## src/rtl/keypad_scan_encoder.sv

```systemverilog
// keypad_scan_encoder
//
// Scans a 4x4 matrix keypad for the clock's setting keys. One column is
// driven high at a time. The row response is synchronised and then
// debounced. An accepted key is reported as a 4-bit code,
// {row_idx, col_idx}, together with a single-cycle strobe.
//
// Ports
//   clk        in   1  rising-edge clock
//   reset_n    in   1  synchronous, active-low reset
//   row        in   4  keypad rows, active-high, asynchronous to clk
//   col        out  4  one-hot column drive, active-high
//   key_code   out  4  last accepted key, row_idx*4 + col_idx
//   key_valid  out  1  one-cycle pulse when a new key is accepted
//   key_held   out  1  high from acceptance until a debounced release
//   dbg_state  out  2  FSM state (0 SCAN, 1 DEBOUNCE, 2 PRESSED)
//
// There is no handshake. key_valid is a one-cycle strobe and is not
// back-pressured. A consumer that misses the strobe can still read
// key_code, which holds its value until the next accept.

module keypad_scan_encoder #(
  parameter int SCAN_CYCLES    = 100000,
  parameter int DEBOUNCE_TICKS = 10
) (
  input  logic       clk,
  input  logic       reset_n,
  input  logic [3:0] row,
  output logic [3:0] col,
  output logic [3:0] key_code,
  output logic       key_valid,
  output logic       key_held,
  output logic [1:0] dbg_state
);

  localparam int PW = (SCAN_CYCLES > 1) ? $clog2(SCAN_CYCLES) : 1;
  localparam int DW = $clog2(DEBOUNCE_TICKS + 1);
  localparam logic [PW-1:0] PRESC_MAX = PW'(SCAN_CYCLES - 1);
  localparam logic [DW-1:0] DEB_MAX   = DW'(DEBOUNCE_TICKS);
  localparam logic          DEB_ONE   = (DEBOUNCE_TICKS == 1);

  typedef enum logic [1:0] {
    ST_SCAN     = 2'd0,
    ST_DEBOUNCE = 2'd1,
    ST_PRESSED  = 2'd2
  } state_t;

  state_t        state, state_d;
  logic [3:0]    row_m, row_s;
  logic [PW-1:0] presc;
  logic          tick;
  logic [1:0]    col_idx, col_idx_d;
  logic [1:0]    row_idx, row_idx_d;
  logic [3:0]    cap_row, cap_row_d;
  logic [DW-1:0] deb_cnt, deb_cnt_d, deb_inc;
  logic [3:0]    key_code_d;
  logic          key_valid_d, key_held_d;
  logic          row_onehot;
  logic [1:0]    row_enc;

  assign tick    = (presc == PRESC_MAX);
  assign deb_inc = deb_cnt + DW'(1);

  // Only a single active row counts as a press. Ghosting from two keys
  // shows up as a multi-bit pattern and is rejected here.
  assign row_onehot = (row_s != 4'b0000) && ((row_s & (row_s - 4'd1)) == 4'b0000);

  always_comb begin
    row_enc = 2'd0;
    case (row_s)
      4'b0010: row_enc = 2'd1;
      4'b0100: row_enc = 2'd2;
      4'b1000: row_enc = 2'd3;
      default: row_enc = 2'd0;
    endcase
  end

  always_comb begin
    state_d     = state;
    col_idx_d   = col_idx;
    row_idx_d   = row_idx;
    cap_row_d   = cap_row;
    deb_cnt_d   = deb_cnt;
    key_code_d  = key_code;
    key_valid_d = 1'b0;
    key_held_d  = key_held;
    if (tick) begin
      case (state)
        ST_SCAN: begin
          if (row_onehot) begin
            cap_row_d = row_s;
            row_idx_d = row_enc;
            deb_cnt_d = DW'(1);
            if (DEB_ONE) begin
              key_code_d  = {row_enc, col_idx};
              key_valid_d = 1'b1;
              key_held_d  = 1'b1;
              deb_cnt_d   = '0;
              state_d     = ST_PRESSED;
            end else begin
              state_d = ST_DEBOUNCE;
            end
          end else begin
            col_idx_d = col_idx + 2'd1;
          end
        end
        ST_DEBOUNCE: begin
          if (row_s == cap_row) begin
            if (deb_inc == DEB_MAX) begin
              key_code_d  = {row_idx, col_idx};
              key_valid_d = 1'b1;
              key_held_d  = 1'b1;
              deb_cnt_d   = '0;
              state_d     = ST_PRESSED;
            end else begin
              deb_cnt_d = deb_inc;
            end
          end else begin
            deb_cnt_d = '0;
            col_idx_d = col_idx + 2'd1;
            state_d   = ST_SCAN;
          end
        end
        ST_PRESSED: begin
          // Column stays frozen, so a second key on another row of this
          // column appears as a mismatch and counts towards release.
          if (row_s == cap_row) begin
            deb_cnt_d = '0;
          end else if (deb_inc == DEB_MAX) begin
            deb_cnt_d  = '0;
            key_held_d = 1'b0;
            col_idx_d  = col_idx + 2'd1;
            state_d    = ST_SCAN;
          end else begin
            deb_cnt_d = deb_inc;
          end
        end
        default: begin
          deb_cnt_d = '0;
          state_d   = ST_SCAN;
        end
      endcase
    end
  end

  always_ff @(posedge clk) begin
    if (!reset_n) begin
      row_m     <= 4'b0000;
      row_s     <= 4'b0000;
      presc     <= '0;
      state     <= ST_SCAN;
      col_idx   <= 2'd0;
      row_idx   <= 2'd0;
      cap_row   <= 4'b0000;
      deb_cnt   <= '0;
      key_code  <= 4'd0;
      key_valid <= 1'b0;
      key_held  <= 1'b0;
    end else begin
      row_m     <= row;
      row_s     <= row_m;
      presc     <= tick ? '0 : presc + PW'(1);
      state     <= state_d;
      col_idx   <= col_idx_d;
      row_idx   <= row_idx_d;
      cap_row   <= cap_row_d;
      deb_cnt   <= deb_cnt_d;
      key_code  <= key_code_d;
      key_valid <= key_valid_d;
      key_held  <= key_held_d;
    end
  end

  assign col       = 4'b0001 << col_idx;
  assign dbg_state = state;

endmodule

```

## config.mk

```make
export PLATFORM = sky130hd
export DESIGN_NAME = keypad_scan_encoder
export DESIGN_NICKNAME = d
export VERILOG_FILES = /design/src/rtl/keypad_scan_encoder.sv
export SDC_FILE = /design/constraint.sdc
export NUM_CORES = 1
export LEC_CHECK = 0
export CAP_MARGIN = 20
export CORE_AREA = 2 2 73 75
export DETAILED_ROUTE_END_ITERATION = 16
export DIE_AREA = 0 0 75 77
export GPL_TIMING_DRIVEN = 0
export PLACE_DENSITY = 0.63
export SETUP_SLACK_MARGIN = 0.2
export SKIP_CTS_REPAIR_TIMING = 1
export SLEW_MARGIN = 25
export SYNTH_ARGS = -nofsm -noshare
export SYNTH_HDL_FRONTEND = slang
export SYNTH_SLANG_ARGS = --single-unit
```

## constraint.sdc

```tcl
create_clock -name clk -period 7.3 [get_ports clk]
set_clock_uncertainty 0.2 [all_clocks]
set_input_delay 0.73 -clock clk [delete_from_list [all_inputs] [get_ports clk]]
set_output_delay 0.73 -clock clk [all_outputs]
set_load 0.05 [all_outputs]
```

== Word-level counts from Yosys, hierarchy flattened ==
Cells that the tools add are included.

* Add/subtract/negate cells: 4
* Equal/unequal tests: 16
* Shift-type cells: 1
* Multiplexer cells: 23
* Bitwise gates (word level): 2
* Reductions and logical operators: 14

{| class="wikitable"
|+ Operators by type and width
! kind !! number
|-
| $mux W2 || 9
|-
| $pmux W2 S3 || 3
|-
| $add A17 B1 Y17 const B || 1
|-
| $eq A17 B17 Y1 const B || 1
|-
| $mux W4 || 4
|-
| $ne A2 B2 Y1 const B || 7
|-
| $pmux W4 S3 || 1
|-
| $reduce_and A6 Y1 || 2
|-
| $eq A4 B4 Y1 const B || 2
|-
| $reduce_and A4 Y1 || 2
|-
| $mux W1 || 5
|-
| $reduce_and A5 Y1 || 1
|-
| $add A4 B1 Y4 const B || 1
|-
| $and A4 B4 Y4 || 1
|-
| $eq A4 B2 Y1 const B || 1
|-
| $eq A4 B3 Y1 const B || 1
|-
| $eq A4 B4 Y1 || 1
|-
| $logic_not A4 Y1 || 1
|-
| $reduce_bool A4 Y1 || 1
|-
| $shl A1 B2 Y4 const A || 1
|-
| $sub A4 B1 Y4 const B || 1
|-
| $ne A3 B3 Y1 const B || 1
|-
| $reduce_and A3 Y1 || 1
|-
| $reduce_bool A3 Y1 || 1
|-
| other kinds (10) || 10
|}

* Bits in registers: 45
* Input port bits: 6
* Word-level logic and storage cells: 71

== Logic depth before layout (Yosys ltp) ==
* Depth after elaboration: 6
* Depth in mapped cells: 9
* Depth with buffers taken out: 7

== Worst setup path before layout ==
OpenSTA, ideal clock, no wires.

* Path type: reg-to-reg
* Start point: register presc[13]
* End point: register key_code[0]
* Arrival: 2.141 ns
* Data required time: 6.984 ns
* Slack: 4.844 ns
* Cell stages (with the launch flop): 8
* Period minus slack after synthesis: 2.456 ns
* Path through: dfxtp_1 -> or4b_1 -> or4_1 -> buf_6 -> or3b_1 -> buf_6 -> mux2i_1 -> nor2_1

* Word-level cells in the longest chain between the ends: 2

{| class="wikitable"
|+ RTL lines
! item !! RTL line !! text
|-
| start: declaration || 50 || <nowiki>logic [PW-1:0] presc;</nowiki>
|-
| start signal: assignment || 162 || <nowiki>presc <= tick ? '0 : presc + PW'(1);</nowiki>
|-
| $eq A17 B17 Y1 || 61 || <nowiki>assign tick = (presc == PRESC_MAX);</nowiki>
|-
| $reduce_and A4 Y1 (no source line) || n/a ||
|-
| end signal: assignment || 168 || <nowiki>key_code <= key_code_d;</nowiki>
|-
| end: declaration || 30 || <nowiki>output logic [3:0] key_code,</nowiki>
|}

No other way between the ends.
A chain may end at the register's enable or synchronous reset.

== Worst setup path after layout ==
* Start point: register col_idx[0]
* End point: output col[2]

* Word-level cells in the longest chain between the ends: 1

{| class="wikitable"
|+ RTL lines
! item !! RTL line !! text
|-
| start: declaration || 52 || <nowiki>logic [1:0] col_idx, col_idx_d;</nowiki>
|-
| start signal: assignment || 164 || <nowiki>col_idx <= col_idx_d;</nowiki>
|-
| $shl A1 B2 Y4 || 174 || <nowiki>assign col = 4'b0001 << col_idx;</nowiki>
|-
| end: declaration || 29 || <nowiki>output logic [3:0] col,</nowiki>
|}

No other way between the ends.

==> flow_metrics.tcl <==
set metrics [dict create \
    worst-path-max-fanout 5 \
    vias_per_cell 4.84 \
    synth_seq_area_share_pct 42.1 \
    root_buffer "clkbuf_8" \
    r2r_cells 7 \
    powerDensity_nw_per_um2 197 \
    required_ns 6.37 \
    coreArea_um2 4980 \
    setup_violations 0 \
    grt-ovfl-total 0 \
    grt_pass1_wl_um 6820 \
    final_common_cell "dfxtp_1" \
    synthDistinctLibCells 38 \
    min_period_ns 2.62 \
    drt_pass1_iterations 4 \
    synth_edf_count 0 \
    slowest_delay_ns 0.79 \
    async_reset_ff_share_pct 0 \
    hold_violations 0 \
    dr.first_iter.drc_count 68 \
    syn-instance-count 244 \
    cp-end-kind "output pin" \
    maxSlewHeadroom_pct 48.2 \
    die_h_um 77 \
    leakagePower_nw 0.918 \
    hold-path-endpoint "row_s[2]" \
    cts_tree "yes" \
    vias 1637 \
    antenna_found_initial 0 \
    synth_top_area_share_pct 42.1 \
    synth-seq-cells 45 \
    synthesis.nets 257 \
    final_core_util_pct 50.7 \
    grt.total_usage_pct 14.8 \
    ant_nets 0 \
    drv_slew 0 \
    period_share_pct 36.0 \
    critical_path_buf_inv_count 2 \
    hold_depth 1 \
    clockBufferDepth 2 \
    timing.critical_path.arrival_ns 1.69 \
    n_antenna_cell 0 \
    fmax_ghz 0.381 \
    status "finished clean" \
    port_buffers 16 \
    yosysTopAreaCell "dfxtp_1" \
    critical_path.top_delay_family "buffers and inverters" \
    clk_pin_slew_ns 0.09 \
    cp-start-kind "flip-flop" \
    ir_drop_v 0.000151 \
    worst_pin_slew_ns 0.770 \
    rsz0062_at_grt "no" \
    grt_start_max_net_pins 16 \
    routabilityCongestion 0.852 \
    boundaryPins 18 \
    min_from "row_m[2]" \
    drv_cap 0 \
    wl_per_cell_um 11.5 \
    synth_area_leaders "dfxtp_1, nor2_1, mux2i_1, xor2_1, ha_1" \
    path_class "flip-flop to output pin" \
    cp_slowest_cell "clkdlybuf4s50_1" \
    most-common-layout-cells "dfxtp_1, nor2_1, clkdlybuf4s50_1" \
    rrSetupSlack_ns 4.72 \
    avgSynthCellArea_um2 8.77 \
    syn_area_um2 2140 \
    die_w_um 75 \
    cts.sinks 45 \
    drive_above_1_share_pct 6.72 \
    crit_chain "inv_1 -> ha_1 -> clkdlybuf4s50_1" \
    die_area_um2 5780 \
    fin_tns_setup_ns 0 \
    synth-main-ff-cell "dfxtp_1" \
    drc 0 \
    cts_buffers 5 \
    area_growth_pct 18.0 \
    grt_pass1_vias 1533 \
    clk_latency_ns 0.30 \
    r2r_end "key_code[2]" \
    row_count 26 \
    wirelength_um 3880 \
    cts_htree_levels 2 \
    yosys_warnings 0 \
    r2r-start "presc[13]" \
    start_util_pct 43.0 \
    fin_nets 280 \
    hp-class "flip-flop to flip-flop" \
    hpwl_um 2830 \
]
per-stage QoR:
stage / worst slack [ns] / power (W) / hold slack (ns) / std cells / cell area [um2]
floorplan: 4.84 / 0.000272 / 0.212 / 244 / 2140
global placement: 4.72 / 0.000278 / 0.217 / 330 / 2390
detailed placement: 4.73 / 0.000279 / 0.219 / 330 / 2390
CTS: 4.65 / 0.000504 / 0.241 / 338 / 2520
global route: 4.54 / 0.000516 / 0.269 / 338 / 2520
finish: 4.68 / 0.000497 / 0.239 / 338 / 2520
worst max-delay path by stage:
stage	depth (start not counted)	slack, ns	start	end
finish	3	4.68	col_idx[0]	col[2]
global route	6	4.54	presc[13]	row_idx[1]
CTS	3	4.65	col_idx[0]	col[2]
detailed placement	6	4.73	presc[13]	cap_row[1]
global placement	6	4.72	presc[13]	row_idx[0]
floorplan	7	4.84	presc[13]	key_code[0]
registers in the layout (all words and copies together) (netlist names), 2 cells and up:
| signal | count |
|---|---|
| cap_row | 4 |
| col_idx | 2 |
| row_idx | 2 |
| row_s | 4 |
| row_m | 4 |
| deb_cnt | 4 |
| dbg_state | 2 |
| presc | 17 |
| key_code | 4 |
report_power, final:
group | switching, W | internal (W) | leakage [nW]
combinational | 0.0000129 | 0.00000946 | 0.485
clock | 0.0000863 | 0.000138 | 0.0687
sequential | 0.00000167 | 0.000249 | 0.365
total | 0.000101 | 0.000396 | 0.918
worst reg2reg max path: stages, from the launching register on:
cell and delay [ns]:
dfxtp_1 0.36, or4b_1 0.54, or4_1 0.49, buf_6 0.16, or3b_1 0.39, buf_6 0.15, mux2i_1 0.14, nor2_1 0.05
layer usage:
layer  routed length (um)  up-vias  global-route usage, %  part of all wire [%]
met2                 1780       14                   22.9                    46
met3                   89        4                   3.55                   2.3
met5                    0        -                      0                     0
met1                 1970      743                   20.3                    51
met4                   45        0                   4.29                   1.2
li1                     -      876                      -                     -
area by class of cell:
| class | instances | area [um2] |
|---|---|---|
| buffer | 13 | 71.3 |
| clock buffer | 5 | 68.8 |
| clock inverter | 3 | 68.8 |
| fill | 484 | 2450 |
| inverter | 8 | 30.0 |
| multi-input combinational | 178 | 1140 |
| sequential | 45 | 901 |
| tap | 70 | 87.6 |
| timing repair buffer | 16 | 160 |
synthesized netlist by cell type, types with 5 or more instances:
cell,count
ha_1,7
nand2_1,15
o21ai_0,7
mux2i_1,12
inv_1,7
xor2_1,12
nor4_1,8
nand3_1,12
clkbuf_1,10
a21oi_1,8
nor3_1,5
nor2_1,42
xnor2_1,10
and2_1,9
dfxtp_1,45
cell families (layout without fill, tap and decap cells):
group	count (synthesis)	after routing	share of synthesized area (%)
flip-flops	45	45	42.1
adder cells (fa/ha/maj)	7	7	4.09
AND/OR/NAND/NOR	116	116	28.7
buffers and inverters	21	45	4.74
XOR/XNOR	22	22	9.01
multiplexers	12	12	5.61
AO/OA/AOI/OAI	21	21	5.79
No activity file was read; power rests on OpenSTA's default activity.
